==> src/rtl/gf180mcu_osu_sc_clkdiv_pkg.sv <==
// gf180mcu_osu_sc_clkdiv_pkg: shared state type, minimum ratio and DIV clamp for the clock divider.
package gf180mcu_osu_sc_clkdiv_pkg;

    typedef enum logic {STOP, RUN} state_t;

    localparam logic [31:0] MIN_DIV = 32'd2;

    function automatic logic [31:0] clamp_div(input logic [31:0] d);
        return (d < MIN_DIV) ? MIN_DIV : d;
    endfunction

endpackage

==> src/rtl/gf180mcu_osu_sc_gp12t3v3__clkdiv_odd50.sv <==
// gf180mcu_osu_sc_gp12t3v3__clkdiv_odd50: negedge duty-stretch flop that delays the fall of Y by half a CLK for odd ratios.
module gf180mcu_osu_sc_gp12t3v3__clkdiv_odd50 (
    input  logic clk,
    input  logic rst_n,
    input  logic y_in,
    input  logic odd,
    output logic y_out
);

    logic y_neg;

    always_ff @(negedge clk or negedge rst_n)
        if (!rst_n) y_neg <= 1'b0;
        else        y_neg <= y_in;

    // y_neg is still low when y_in rises, so only the falling edge moves
    assign y_out = y_in | (odd & y_neg);

endmodule

==> src/rtl/gf180mcu_osu_sc_gp12t3v3__clkdiv.sv <==
// gf180mcu_osu_sc_gp12t3v3__clkdiv: glitch-free programmable integer clock divider with safe ratio reload.
// Define GF180MCU_OSU_SC_CLKDIV_ODD50_EN for 50% duty cycle on odd ratios.
module gf180mcu_osu_sc_gp12t3v3__clkdiv
    import gf180mcu_osu_sc_clkdiv_pkg::*;
#(
    parameter int W       = 8,
    parameter int DEF_DIV = 4
) (
    input  logic         CLK,
    input  logic         RN,
    input  logic         EN,
    input  logic [W-1:0] DIV,
    input  logic         LD,
    output logic         BUSY,
    output logic         Y,
    output logic         TICK
);

    state_t       state, state_d;
    logic [W-1:0] cnt, cnt_d, n, n_d, pend, pend_d;
    logic         y_r, y_d, tick_r, tick_d, busy_r, busy_d, bnd;

    always_comb begin
        bnd     = (state == RUN) && (cnt == n - W'(1));
        state_d = state;
        cnt_d   = cnt;
        y_d     = y_r;
        tick_d  = 1'b0;
        n_d     = n;
        pend_d  = pend;
        busy_d  = busy_r;
        if (state == STOP || bnd) begin
            if (busy_r) begin
                n_d    = pend;
                busy_d = 1'b0;
            end
            cnt_d = '0;
            if (EN) begin
                state_d = RUN;
                y_d     = 1'b1;
                tick_d  = 1'b1;
            end else begin
                state_d = STOP;
                y_d     = 1'b0;
            end
        end else begin
            cnt_d = cnt + W'(1);
            if (cnt_d == (n >> 1)) y_d = 1'b0;
        end
        // a strobe on the boundary edge lands after the apply above, so it waits a period
        if (LD) begin
            pend_d = W'(clamp_div(32'(DIV)));
            busy_d = 1'b1;
        end
    end

    always_ff @(posedge CLK or negedge RN)
        if (!RN) begin
            state  <= STOP;
            cnt    <= '0;
            y_r    <= 1'b0;
            tick_r <= 1'b0;
            n      <= W'(DEF_DIV);
            pend   <= W'(DEF_DIV);
            busy_r <= 1'b0;
        end else begin
            state  <= state_d;
            cnt    <= cnt_d;
            y_r    <= y_d;
            tick_r <= tick_d;
            n      <= n_d;
            pend   <= pend_d;
            busy_r <= busy_d;
        end

    assign BUSY = busy_r;
    assign TICK = tick_r;

`ifdef GF180MCU_OSU_SC_CLKDIV_ODD50_EN
    gf180mcu_osu_sc_gp12t3v3__clkdiv_odd50 u_odd50 (
        .clk  (CLK),
        .rst_n(RN),
        .y_in (y_r),
        .odd  (n[0]),
        .y_out(Y)
    );
`else
    assign Y = y_r;
`endif

endmodule
==> config.mk <==
export PLATFORM = sky130hd
export DESIGN_NAME = gf180mcu_osu_sc_gp12t3v3__clkdiv
export DESIGN_NICKNAME = d
export VERILOG_FILES = /design/src/rtl/gf180mcu_osu_sc_clkdiv_pkg.sv /design/src/rtl/gf180mcu_osu_sc_gp12t3v3__clkdiv_odd50.sv /design/src/rtl/gf180mcu_osu_sc_gp12t3v3__clkdiv.sv
export SDC_FILE = /design/constraint.sdc
export NUM_CORES = 1
export LEC_CHECK = 0
export ABC_AREA = 0
export CELL_PAD_IN_SITES_DETAIL_PLACEMENT = 1
export CELL_PAD_IN_SITES_GLOBAL_PLACEMENT = 1
export CORE_AREA = 2 2 64 66
export CTS_BUF_LIST = sky130_fd_sc_hd__clkbuf_4 sky130_fd_sc_hd__clkbuf_8
export CTS_CLUSTER_SIZE = 30
export DETAILED_ROUTE_END_ITERATION = 10
export DIE_AREA = 0 0 66 68
export DONT_BUFFER_PORTS = 1
export HOLD_SLACK_MARGIN = 0.1
export PLACE_DENSITY_LB_ADDON = 0.08
export SLEW_MARGIN = 10
export SYNTH_ARGS = -nofsm -noshare
export SYNTH_HDL_FRONTEND = slang
export SYNTH_SLANG_ARGS = --single-unit
==> constraint.sdc <==
create_clock -name CLK -period 3.6 [get_ports CLK]
set_input_delay 0.18 -clock CLK [delete_from_list [all_inputs] [get_ports CLK]]
set_output_delay 0.18 -clock CLK [all_outputs]
set_load 0.02 [all_outputs]
# Yosys cells after proc, flatten, opt, wreduce, memory -nomap -nowiden
# Cells that the tools add are included.
# op_classes
add_sub_neg	2
n_lt_le_gt_ge	1
eq_ne	2
n_mux	8
bitwise	1
n_reduce_logical	5
# op_table
op	count
2-to-1 mux 8 bit	2
adder 8 x 1 -> 8 bit, second input constant	1
equality test 8 x 7 -> 1 bit	1
equality test 8 bit	1
less-than comparator 8 x 2 -> 1 bit, second input constant	1
subtractor 8 x 1 -> 8 bit, second input constant	1
2-to-1 mux 1 bit	6
nonzero test 2 bit	2
AND reduction 2 bit	1
logical AND 1 bit	1
logical OR 1 bit	1
NOT 1 bit	1
# totals
regBits	28
input_bits	12
out_inout_bits	3
word_cells	26

# Longest topological paths before layout
# Gate-level depths: netlist of the first run.
# depth
word_depth	6
depth_mapped	8
depth_no_buf	7

# Least setup slack after synthesis of the first run
# Ideal clock, no wire load.
# synth_path
path_type	reg2reg
from	register n[0]
to	register n[1]
setup_time_ns	0.069
t_arrival_ns	2.016
required_ns	3.531
setup_slack_ns	1.514
path_stages_with_launch	9
path_buffers	1
period_less_slack_ns	2.086
cell_sequence	dfrtp_1 inv_1 ha_1 nand2b_1 o211a_1 o31a_1 buf_2 or4_1 nand3_1
# synth_via
elab_chain_len	5
# synth_rtl
element	line	source
start, declared	gf180mcu_osu_sc_gp12t3v3__clkdiv.sv:20	logic [W-1:0] cnt, cnt_d, n, n_d, pend, pend_d;
start signal, assigned	gf180mcu_osu_sc_gp12t3v3__clkdiv.sv:63	n <= W'(DEF_DIV);
start signal, assigned	gf180mcu_osu_sc_gp12t3v3__clkdiv.sv:71	n <= n_d;
subtractor 8 x 1 -> 8 bit	gf180mcu_osu_sc_gp12t3v3__clkdiv.sv:24	bnd = (state == RUN) && (cnt == n - W'(1));
equality test 8 bit	gf180mcu_osu_sc_gp12t3v3__clkdiv.sv:24	
logical AND 1 bit	gf180mcu_osu_sc_gp12t3v3__clkdiv.sv:24	
logical OR 1 bit	gf180mcu_osu_sc_gp12t3v3__clkdiv.sv:32	if (state == STOP || bnd) begin
AND reduction 2 bit (no line)	n/a	
# No other way between the ends.
# A chain may end at the register's enable or synchronous reset.

# Worst setup path after layout of the first run
# layout_path
from	register n[1]
to	register y_r (netlist: Y)
# layout_via
elab_chain_len	5
elab_cells_between_ends	7
classes_between	1 x add/sub; 2 x eq/ne; 1 x mux; 3 x reduce/logical
# layout_rtl
element	line	source
subtractor 8 x 1 -> 8 bit	gf180mcu_osu_sc_gp12t3v3__clkdiv.sv:24	
equality test 8 bit	gf180mcu_osu_sc_gp12t3v3__clkdiv.sv:24	
logical AND 1 bit	gf180mcu_osu_sc_gp12t3v3__clkdiv.sv:24	
logical OR 1 bit	gf180mcu_osu_sc_gp12t3v3__clkdiv.sv:32	
2-to-1 mux 1 bit / nonzero test 2 bit (equally long branches)	n/a	
end signal, assigned	gf180mcu_osu_sc_gp12t3v3__clkdiv.sv:69	y_r <= y_d;
end, declared	gf180mcu_osu_sc_gp12t3v3__clkdiv.sv:21	logic y_r, y_d, tick_r, tick_d, busy_r, busy_d, bnd;
# Several ways; a longest one is shown, not always the timed one.

==> insert_results.sql, run 1 <==
INSERT INTO impl_metrics (metric_group, metric, value, unit) VALUES
('sta', 'finalClockSkew', '0.00351', 'ns'),
('die', 'die-area', '4490', 'sq um'),
('job', 'cap_viol_max_count', '0', ''),
('clock_network', 'clock_latency_on_the_worst_skew_pair', '0.27', 'ns'),
('layout', 'final_design_area_no_fill', '2020', 'sq um'),
('clock_network', 'cts_tree', 'yes', ''),
('layout', 'drive_above_1_share', '10.7', '%'),
('layout', 'insertedDiodeCount', '0', ''),
('grt', 'grt_usage', '22.1', '%'),
('synthesis', 'yosys-top-cells-area', 'sky130_fd_sc_hd__dfrtp_1 35%, sky130_fd_sc_hd__xor2_1 5.7%, sky130_fd_sc_hd__a222oi_1 4.3%, sky130_fd_sc_hd__or4_1 4.1%, sky130_fd_sc_hd__mux2_2 3.7%', ''),
('setup_path', 'r2r_end', 'Y', ''),
('clock_network', 'numCtsBuffers', '3', ''),
('clock_network', 'worst_setup_hold_path_clk_slew', '0.10', 'ns'),
('synthesis', 'synth.net_count', '210', ''),
('layout', 'filler_cell_count', '449', ''),
('synthesis', 'yosysSeqAreaShare', '38.0', '%'),
('routing', 'drtAntennaViolNets', '0', ''),
('pwr', 'total_power', '0.617', 'mW'),
('layout', 'final_std_cells_w_o_fill', '247', ''),
('synthesis', 'number_of_enable_flip_flop_cells_after_synthesis', '0', ''),
('sta', 'period_needed', '2.57', 'ns'),
('placed_design', 'finalWeightedCongestion', '0.768', ''),
('synthesis', 'synthesis.yosys.warnings', '0', ''),
('setup_path', 'worstSetupStartpointType', 'register', ''),
('layout', 'area_growth_syn_to_layout', '9.06', '%'),
('placed_design', 'placement.setup.worst_slack', '1.04', 'ns'),
('min_path', 'holdCritPathClass', 'in2reg', ''),
('pwr', 'total_leakage_power', '0.851', 'nW'),
('layout', 'postLayoutCoreUtil', '52.3', '%'),
('setup_path', 'worst_setup_path_end_kind', 'register', ''),
('routing', 'initialDrtViolationCount', '93', ''),
('die', 'row_count', '23', ''),
('pwr', 'cellPowerDensity', '306', 'nW/um^2'),
('layout', 'design.final.nets', '212', ''),
('sta', 'max_clock_freq', '0.389', 'GHz'),
('die', 'chipWidth', '66', 'um'),
('sta', 'finalWorstSetupSlack', '1.03', 'ns'),
('setup_path', 'timing.setup.critical_path_class', 'reg2reg', ''),
('synthesis', 'syn-cell-area', '1850', 'sq um'),
('routing', 'totalWireLength', '4540', 'um'),
('grt', 'maximum_number_of_pins_on_one_net_before_global_route_repair', '29', ''),
('synthesis', 'postSynthCellCount', '196', ''),
('placed_design', 'placed_cell_area', '1820', 'sq um'),
('grt', 'first_global_vias', '1622', ''),
('placed_design', 'portBuffers', '0', ''),
('clock_network', 'cts_htree_levels', '1', ''),
('sta', 'slew_violations', '0', ''),
('setup_path', 'r2r_setup_slack', '1.03', 'ns'),
('synthesis', 'postSynth.asyncResetShare', '100', '%'),
('setup_path', 'crit-reg2reg-launch', 'n[1]', ''),
('routing', 'wirelength_met1', '1990', 'um'),
('synthesis', 'post_synth_top_flop', 'sky130_fd_sc_hd__dfrtp_1', ''),
('setup_path', 'critPathArrivalTime', '2.78', 'ns'),
('sta', 'timing.final.setup_violations', '0', ''),
('routing', 'route.detailed.wl_per_inst', '18.4', 'um'),
('synthesis', 'ff_latch_count_synth', '28', ''),
('sta', 'whs', '0.189', 'ns'),
('status', 'status', 'finished, final reports clean', ''),
('clock_network', 'number_of_sinks_on_the_clock_net', '28', ''),
('sta', 'grt_setup_unrepaired', 'false', ''),
('clock_network', 'post_cts_resized', '0', ''),
('clock_network', 'clk_path_buf_depth', '2', ''),
('die', 'starting_density_of_the_core', '48.0', '%'),
('grt', 'initial_antenna_violation_count', '0', ''),
('routing', 'highest_layer', 'met4', ''),
('clock_network', 'root_buffer', 'sky130_fd_sc_hd__clkbuf_8', ''),
('min_path', 'hold_path_end', 'pend[1]', ''),
('setup_path', 'rr_worst_depth', '8', ''),
('pwr', 'ir_drop', '0.264', 'mV'),
('sta', 'tightest_slew', '0.633', 'ns'),
('routing', 'vias_post_dr', '1522', '');
cell type report:
class	count	area [sq um]	share of cell area (%)
clock inverters	1	30.0	1.49
flip-flops and latches	28	703	34.8
inverters	8	30.0	1.49
repair buffers	14	145	7.19
clock buffers	3	41.3	2.05
well taps	50	62.6	3.10
multi-input cells	143	1010	49.8
cell usage in the layout, fill, tap and decap left out, types with 2 or more instances in the layout:
cell type                        n
sky130_fd_sc_hd__a21oi_1         6
sky130_fd_sc_hd__a222oi_1        8
sky130_fd_sc_hd__and2_1          9
sky130_fd_sc_hd__and4_1          2
sky130_fd_sc_hd__buf_4           2
sky130_fd_sc_hd__clkbuf_8        3
sky130_fd_sc_hd__dfrtp_1        26
sky130_fd_sc_hd__dfstp_2         2
sky130_fd_sc_hd__dlygate4sd3_1  11
sky130_fd_sc_hd__ha_1            2
sky130_fd_sc_hd__inv_1           7
sky130_fd_sc_hd__mux2_2          6
sky130_fd_sc_hd__nand2_1        13
sky130_fd_sc_hd__nand2b_1        2
sky130_fd_sc_hd__nand3_1        12
sky130_fd_sc_hd__nand4_1         3
sky130_fd_sc_hd__nor2_1         10
sky130_fd_sc_hd__nor2b_1         2
sky130_fd_sc_hd__nor3_1          2
sky130_fd_sc_hd__o21ai_0        11
sky130_fd_sc_hd__o22ai_1         2
sky130_fd_sc_hd__o41ai_1         2
sky130_fd_sc_hd__or4_1          10
sky130_fd_sc_hd__xnor2_1         7
sky130_fd_sc_hd__xor2_1         12
kinds of logic after synthesis:
logic type      count (synthesis)  share of synthesized area (%)
compound gates                 43                           17.7
xor+xnor                       19                           8.99
fa+ha+maj                       2                           1.35
buf+inv                        25                           7.64
flops                          28                           38.0
mux                             7                           4.19
simple gates                   72                           22.1
cell usage after synthesis (3+ instances only):
cell / count
sky130_fd_sc_hd__or4_1: 10
sky130_fd_sc_hd__a21oi_1: 6
sky130_fd_sc_hd__buf_2: 7
sky130_fd_sc_hd__xor2_1: 12
sky130_fd_sc_hd__buf_6: 3
sky130_fd_sc_hd__and2_1: 9
sky130_fd_sc_hd__nand3_1: 12
sky130_fd_sc_hd__o21ai_0: 11
sky130_fd_sc_hd__buf_4: 4
sky130_fd_sc_hd__nor2_1: 10
sky130_fd_sc_hd__nand2_1: 13
sky130_fd_sc_hd__xnor2_1: 7
sky130_fd_sc_hd__nand4_1: 3
sky130_fd_sc_hd__mux2_2: 6
sky130_fd_sc_hd__inv_1: 7
sky130_fd_sc_hd__a222oi_1: 8
sky130_fd_sc_hd__dfrtp_1: 26
registers in the layout, indices dropped and copies added (netlist names):
register / flops
pend: 8
Y: 1
n: 8
BUSY: 1
cnt: 8
TICK: 1
state: 1
per-layer routing:
metal | track usage, % | up-vias
met4 | 6.63 | 0
met1 | 26.9 | 772
li1 | - | 721
met5 | 0 | -
met3 | 2.47 | 2
met2 | 41.2 | 27
repair_timing:
action | in CTS | in global routing
setup endpoints to repair | 0 | 0
hold buffers | 12 | 0
hold endpoints to repair | 40 | 0
buffers inserted | 0 | 0
worst max-delay path, cell delays in order (launching register included):
cell                       delay, ns
sky130_fd_sc_hd__dfrtp_1        0.47
sky130_fd_sc_hd__inv_1          0.07
sky130_fd_sc_hd__ha_1           0.24
sky130_fd_sc_hd__nand2b_1       0.19
sky130_fd_sc_hd__o211a_1        0.14
sky130_fd_sc_hd__o31a_1         0.43
sky130_fd_sc_hd__o31ai_1        0.51
sky130_fd_sc_hd__buf_4          0.25
sky130_fd_sc_hd__mux2i_1        0.19
power by group:
group	total [mW]	internal, mW	switching (mW)	leakage, nW
Sequential	0.332	0.324	0.00749	0.338
Clock	0.249	0.149	0.100	0.0357
Combinational	0.0358	0.0208	0.0150	0.477
worst max-delay path by stage:
stage,start,endpoint,depth (start not counted)
finish,n[1],Y,8
global route,n[1],Y,8
CTS,n[0],Y,8
detailed placement,n[0],Y,8
global placement,cnt[0],Y,6
floorplan,n[0],n[1],8
No activity file was read; power rests on OpenSTA's default activity.
==> inputs of run 2 (changes only) <==
==> constraint.sdc (replaced) <==
create_clock -name CLK -period 2.7 [get_ports CLK]
set_input_delay 0.135 -clock CLK [delete_from_list [all_inputs] [get_ports CLK]]
set_output_delay 0.135 -clock CLK [all_outputs]
set_load 0.02 [all_outputs]
==> insert_results.sql, run 2 (synthesis results as in run 1) <==
INSERT INTO impl_metrics (metric_group, metric, value, unit) VALUES
('status', 'status', 'finished, final reports clean', ''),
('grt', 'initial_antenna_violation_count', '0', ''),
('setup_path', 'r2r_setup_slack', '0.16', 'ns'),
('pwr', 'total_power', '0.812', 'mW'),
('clock_network', 'cts_htree_levels', '1', ''),
('setup_path', 'timing.setup.critical_path_class', 'reg2reg', ''),
('setup_path', 'worst_setup_path_endpoint', 'Y', ''),
('layout', 'insertedDiodeCount', '0', ''),
('clock_network', 'root_buffer', 'sky130_fd_sc_hd__clkbuf_8', ''),
('die', 'placeableCoreArea', '3860', 'sq um'),
('setup_path', 'cpLargestDelayFamily', 'compound AO/OA/AOI/OAI gates', ''),
('sta', 'max_clock_freq', '0.393', 'GHz'),
('min_path', 'hold_path_startpoint', 'DIV[5]', ''),
('die', 'chipWidth', '66', 'um'),
('sta', 'final.period_utilization', '94.2', '%'),
('routing', 'detail_route.vias_per_cell', '5.96', ''),
('routing', 'vias_post_dr', '1483', ''),
('grt', 'global_route_wire_length_before_repair', '7690', 'um'),
('clock_network', 'worst_setup_hold_path_clk_slew', '0.09', 'ns'),
('die', 'row_count', '23', ''),
('clock_network', 'numCtsBuffers', '3', ''),
('clock_network', 'clk_path_buf_depth', '2', ''),
('sta', 'timing.final.setup_violations', '0', ''),
('clock_network', 'cts_tree', 'yes', ''),
('layout', 'area_growth_syn_to_layout', '9.87', '%'),
('layout', 'most-common-layout-cells', '26 x sky130_fd_sc_hd__dfrtp_1, 13 x sky130_fd_sc_hd__nand2_1, 12 x sky130_fd_sc_hd__xor2_1, 12 x sky130_fd_sc_hd__nand3_1', ''),
('setup_path', 'worstSetupStartpointType', 'register', ''),
('setup_path', 'rr_worst_depth', '6', ''),
('setup_path', 'crit_start', 'cnt[0]', ''),
('job', 'cap_viol_max_count', '0', ''),
('sta', 'maxSlewHeadroom', '55.1', '%'),
('sta', 'grt_setup_unrepaired', 'false', ''),
('sta', 'tightest_slew', '0.673', 'ns'),
('placed_design', 'finalWeightedCongestion', '0.774', ''),
('setup_path', 'critical_path_maximum_fanout', '10', ''),
('clock_network', 'post-cts-setup-buffers', '0', ''),
('grt', 'first_global_vias', '1616', ''),
('setup_path', 'max_stage_delay', '0.59', 'ns'),
('setup_path', 'critical_path_cell_count', '6', ''),
('setup_path', 'critical_path.cell_chain', 'ha_1 > nand3_1 > or2_2 > a2111o_1 > o41ai_1 > mux2i_1', ''),
('sta', 'period_needed', '2.54', 'ns'),
('placed_design', 'portBuffers', '0', ''),
('die', 'starting_density_of_the_core', '48.0', '%'),
('setup_path', 'worst_setup_path_end_kind', 'register', ''),
('routing', 'initialDrtViolationCount', '93', ''),
('routing', 'route.detailed.wl_per_inst', '17.7', 'um'),
('routing', 'drt-pass1-iter-count', '4', ''),
('grt', 'maximum_number_of_pins_on_one_net_before_global_route_repair', '29', ''),
('setup_path', 'critPathArrivalTime', '2.69', 'ns'),
('grt', 'grt_total_ovfl', '0', ''),
('sta', 'finalClockSkew', '0.00563', 'ns'),
('pwr', 'total_leakage_power', '0.860', 'nW'),
('clock_network', 'clock_latency_on_the_worst_skew_pair', '0.27', 'ns'),
('setup_path', 'crit-reg2reg-launch', 'cnt[0]', ''),
('die', 'die-area', '4490', 'sq um'),
('die', 'pin_count', '15', ''),
('pwr', 'ir_drop', '0.290', 'mV'),
('routing', 'totalWireLength', '4410', 'um'),
('die', 'die-height', '68', 'um'),
('routing', 'drtAntennaViolNets', '0', ''),
('layout', 'mostFrequentLayoutCell', 'sky130_fd_sc_hd__dfrtp_1', ''),
('sta', 'fin_setup_tns', '0', 'ns'),
('sta', 'timing_hold_violations_final', '0', ''),
('pwr', 'cellPowerDensity', '399', 'nW/um^2'),
('setup_path', 'cp_data_required_time', '2.85', 'ns'),
('min_path', 'holdCritPathClass', 'in2reg', ''),
('setup_path', 'r2r_end', 'Y', ''),
('placed_design', 'hpwlAfterDp', '3230', 'um'),
('setup_path', 'crit_slowest_cell', 'sky130_fd_sc_hd__dfrtp_1', ''),
('layout', 'drive_above_1_share', '11.6', '%'),
('routing', 'remaining_drc_errors', '0', ''),
('clock_network', 'post_cts_resized', '0', ''),
('grt', 'grt_usage', '22.4', '%'),
('clock_network', 'number_of_sinks_on_the_clock_net', '28', ''),
('sta', 'slew_violations', '0', ''),
('setup_path', 'cp_num_buf_inv', '0', ''),
('layout', 'biggest_registers_after_layout', 'cnt (8), n (8), pend (8)', ''),
('layout', 'design.final.nets', '214', '');
==> run 2: power breakdown <==
group	internal, mW	leakage (nW)	switching [mW]
clock	0.198	0.0357	0.125
combinational	0.0277	0.487	0.0190
sequential	0.432	0.338	0.00974
==> run 2: worst reg2reg max path, cell delays in order, from the launching register on <==
cell                       delay, ns
sky130_fd_sc_hd__dfrtp_1        0.59
sky130_fd_sc_hd__ha_1           0.30
sky130_fd_sc_hd__nand3_1        0.24
sky130_fd_sc_hd__or2_2          0.41
sky130_fd_sc_hd__a2111o_1       0.38
sky130_fd_sc_hd__o41ai_1        0.38
sky130_fd_sc_hd__mux2i_1        0.12
==> run 2: metal layers <==
layer	global-route usage (%)	vias up	part of all wire, %
met3	2.80	2	2.7
met4	6.89	0	0.57
li1	-	726	-
met2	40.8	25	53
met5	0	-	0
met1	28.0	730	44
==> run 2: cell type report <==
type / instances / area, sq um
Inverter: 8 / 30.0
Timing Repair Buffer: 16 / 160
Clock buffer: 3 / 41.3
Tap cell: 50 / 62.6
Clock inverter: 1 / 30.0
Fill cell: 454 / 1820
Sequential cell: 28 / 703
Multi-Input combinational cell: 143 / 1010
==> run 2: how the worst min path moves through the flow <==
stage / endpoint / slack (ns) / depth (start not counted)
3_5_place_dp: cnt[4] / -0.16 / 0
3_3_place_gp: cnt[7] / -0.16 / 0
6_report: pend[1] / 0.17 / 2
4_1_cts: pend[1] / 0.14 / 2
5_1_grt: pend[1] / 0.19 / 2
2_1_floorplan: BUSY / -0.16 / 0
==> run 2: per-stage QoR <==
step	setup WS [ns]	cells	area (sq um)	util (%)	hold WS [ns]
floorplan	0.614	196	1850	-	-0.161
global placement	0.202	233	1830	47.5	-0.160
detailed placement	0.154	233	1830	47.5	-0.160
CTS	0.139	249	2030	52.7	0.141
global route	0.0680	249	2030	52.7	0.188
finish	0.157	249	2030	52.7	0.170
==> run 2: repair_timing <==
| item | CTS | global route |
|---|---|---|
| hold buffers | 12 | 0 |
| endpoints found under the setup margin | 0 | 0 |
| endpoints found under the hold margin | 40 | 0 |
==> inputs of run 3 (changes only) <==
--- a/config.mk
+++ b/config.mk
@@ -14,8 +14,8 @@
 export DETAILED_ROUTE_END_ITERATION = 10
 export DIE_AREA = 0 0 66 68
 export DONT_BUFFER_PORTS = 1
-export HOLD_SLACK_MARGIN = 0.1
 export PLACE_DENSITY_LB_ADDON = 0.08
+export RECOVER_POWER = 100
 export SLEW_MARGIN = 10
 export SYNTH_ARGS = -nofsm -noshare
 export SYNTH_HDL_FRONTEND = slang
==> insert_results.sql, run 3 (synthesis results as in run 1) <==
INSERT INTO impl_metrics (metric_group, metric, value, unit) VALUES
('sta', 'grt_setup_unrepaired', 'false', ''),
('routing', 'route.detailed.wl_per_inst', '18.1', 'um'),
('routing', 'vias_post_dr', '1489', ''),
('pwr', 'switching_share', '19.0', '%'),
('clock_network', 'number_of_sinks_on_the_clock_net', '28', ''),
('setup_path', 'timing.setup.critical_path_class', 'reg2reg', ''),
('sta', 'tightest_slew', '1.46', 'ns'),
('routing', 'remaining_drc_errors', '0', ''),
('sta', 'finalWorstSetupSlack', '0.153', 'ns'),
('grt', 'initial_antenna_violation_count', '0', ''),
('clock_network', 'cts_tree', 'yes', ''),
('die', 'placeableCoreArea', '3860', 'sq um'),
('pwr', 'combPwrFrac', '5.5', '%'),
('sta', 'timing_hold_violations_final', '0', ''),
('sta', 'fin_setup_tns', '0', 'ns'),
('setup_path', 'critical_path.cell_chain', 'ha_1 > nand3_1 > or2_2 > a2111o_1 > o41ai_1 > mux2i_1', ''),
('pwr', 'ir_drop', '0.287', 'mV'),
('clock_network', 'clock_latency_on_the_worst_skew_pair', '0.27', 'ns'),
('min_path', 'hold_path_startpoint', 'LD', ''),
('setup_path', 'critPathArrivalTime', '2.70', 'ns'),
('clock_network', 'numCtsBuffers', '3', ''),
('grt', 'grt_usage', '22.0', '%'),
('pwr', 'sequentialPowerShare', '54.5', '%'),
('die', 'row_count', '23', ''),
('sta', 'timing.final.setup_violations', '0', ''),
('setup_path', 'max_stage_delay', '0.59', 'ns'),
('placed_design', 'hpwlAfterDp', '3230', 'um'),
('layout', 'area.sequential', '703', 'sq um'),
('pwr', 'total_leakage_power', '0.844', 'nW'),
('setup_path', 'rr_worst_depth', '6', ''),
('die', 'die-area', '4490', 'sq um'),
('layout', 'drive_above_1_share', '9.00', '%'),
('placed_design', 'portBuffers', '0', ''),
('sta', 'final.period_utilization', '94.3', '%'),
('layout', 'biggest_registers_after_layout', 'cnt (8), n (8), pend (8)', ''),
('sta', 'period_needed', '2.55', 'ns'),
('die', 'die-height', '68', 'um'),
('sta', 'slew_violations', '0', ''),
('setup_path', 'critical_path_maximum_fanout', '10', ''),
('setup_path', 'crit-reg2reg-launch', 'cnt[0]', ''),
('grt', 'maximum_number_of_pins_on_one_net_before_global_route_repair', '29', ''),
('clock_network', 'post_cts_resized', '0', ''),
('pwr', 'p_int', '0.657', 'mW'),
('placed_design', 'finalWeightedCongestion', '0.774', ''),
('layout', 'area_growth_syn_to_layout', '8.79', '%'),
('setup_path', 'worstSetupStartpointType', 'register', ''),
('setup_path', 'r2r_end', 'Y', ''),
('layout', 'design.final.nets', '215', ''),
('grt', 'first_global_vias', '1574', ''),
('layout', 'most-common-layout-cells', '26 x sky130_fd_sc_hd__dfrtp_1, 13 x sky130_fd_sc_hd__nand2_1, 12 x sky130_fd_sc_hd__xor2_1, 12 x sky130_fd_sc_hd__nand3_1, 12 x sky130_fd_sc_hd__dlygate4sd3_1', ''),
('pwr', 'clockPowerShare', '40.0', '%'),
('clock_network', 'holdBufCountCts', '8', ''),
('layout', 'multi_input_combinational_cell_area', '1010', 'sq um'),
('clock_network', 'cts_htree_levels', '1', ''),
('min_path', 'hold_path_end', 'pend[1]', ''),
('sta', 'max_clock_freq', '0.393', 'GHz'),
('routing', 'initialDrtViolationCount', '78', ''),
('routing', 'drt-pass1-iter-count', '4', ''),
('setup_path', 'cp_num_buf_inv', '0', ''),
('routing', 'detail_route.vias_per_cell', '5.96', ''),
('clock_network', 'root_buffer', 'sky130_fd_sc_hd__clkbuf_8', ''),
('routing', 'drtAntennaViolNets', '0', ''),
('min_path', 'holdCritPathClass', 'in2reg', ''),
('clock_network', 'clk_path_buf_depth', '2', ''),
('grt', 'global_route_wire_length_before_repair', '7560', 'um'),
('setup_path', 'crit_slowest_cell', 'sky130_fd_sc_hd__dfrtp_1', ''),
('setup_path', 'worst_setup_path_end_kind', 'register', ''),
('status', 'status', 'finished, final reports clean', ''),
('die', 'chipWidth', '66', 'um'),
('setup_path', 'cp_data_required_time', '2.85', 'ns'),
('pwr', 'power_switching', '0.154', 'mW'),
('setup_path', 'cpLargestDelayFamily', 'compound AO/OA/AOI/OAI gates', ''),
('sta', 'maxSlewHeadroom', '2.59', '%'),
('pwr', 'cellPowerDensity', '403', 'nW/um^2'),
('clock_network', 'post-cts-setup-buffers', '0', ''),
('die', 'starting_density_of_the_core', '48.0', '%'),
('die', 'pin_count', '15', ''),
('layout', 'filler_cell_count', '463', ''),
('layout', 'insertedDiodeCount', '0', ''),
('clock_network', 'worst_setup_hold_path_clk_slew', '0.09', 'ns'),
('layout', 'mostFrequentLayoutCell', 'sky130_fd_sc_hd__dfrtp_1', ''),
('setup_path', 'r2r_setup_slack', '0.15', 'ns'),
('job', 'cap_viol_max_count', '0', ''),
('grt', 'grt_total_ovfl', '0', ''),
('routing', 'totalWireLength', '4520', 'um'),
('sta', 'finalClockSkew', '0.00644', 'ns'),
('min_path', 'whs_path_depth', '1', ''),
('placed_design', 'placement.setup.worst_slack', '0.154', 'ns');
## run 3: how the worst max path moves through the flow
stage                       from    to  slack (ns)  cells after the start
final                     cnt[0]     Y        0.15                      6
after global routing        n[0]     Y        0.06                      8
after CTS                 cnt[0]     Y        0.14                      6
after detailed placement  cnt[0]     Y        0.15                      6
after global placement    cnt[0]     Y        0.20                      6
after floorplan             n[0]  n[1]        0.61                      8
## run 3: power groups by stage
| stage | Combinational [mW] | Sequential (mW) | Clock, mW |
|---|---|---|---|
| floorplan | 0.0199 | 0.447 | 0 |
| CTS | 0.0411 | 0.442 | 0.332 |
| detailed placement | 0.0201 | 0.450 | 0 |
| global route | 0.0518 | 0.444 | 0.349 |
| global placement | 0.0196 | 0.450 | 0 |
| finish | 0.0448 | 0.442 | 0.324 |
## run 3: per-layer routing
layer  up-vias  track usage, %  share of wire (%)
li1        723               -                  -
met5         -               0                  0
met3         2            2.96                2.6
met4         0            6.89               0.55
met2        27            39.8                 53
met1       737            27.4                 44
## run 3: layout make-up
type	count	share of cell area, %
flip-flops and latches	28	34.9
clock inverters	1	1.49
clock buffers	3	2.05
well taps	50	3.11
repair buffers	17	6.96
multi-input cells	143	50.0
inverters	8	1.49
## run 3: metrics by stage
step	utilization [%]	cell area [sq um]	hold WS, ns	power [mW]	cells
floorplan	-	1850	-0.161	0.467	196
global placement	47.5	1830	-0.160	0.469	233
detailed placement	47.5	1830	-0.160	0.470	233
CTS	51.7	1990	0.000195	0.815	245
global route	52.2	2010	0.00508	0.845	250
finish	52.2	2010	0.0111	0.811	250
## run 3: worst reg2reg max path: cells and delay by family (launching register included)
kind,cells,cell delay (ns)
compound gates,2,0.76
fa+ha+maj,1,0.30
flops,1,0.59
mux,1,0.12
simple gates,2,0.66
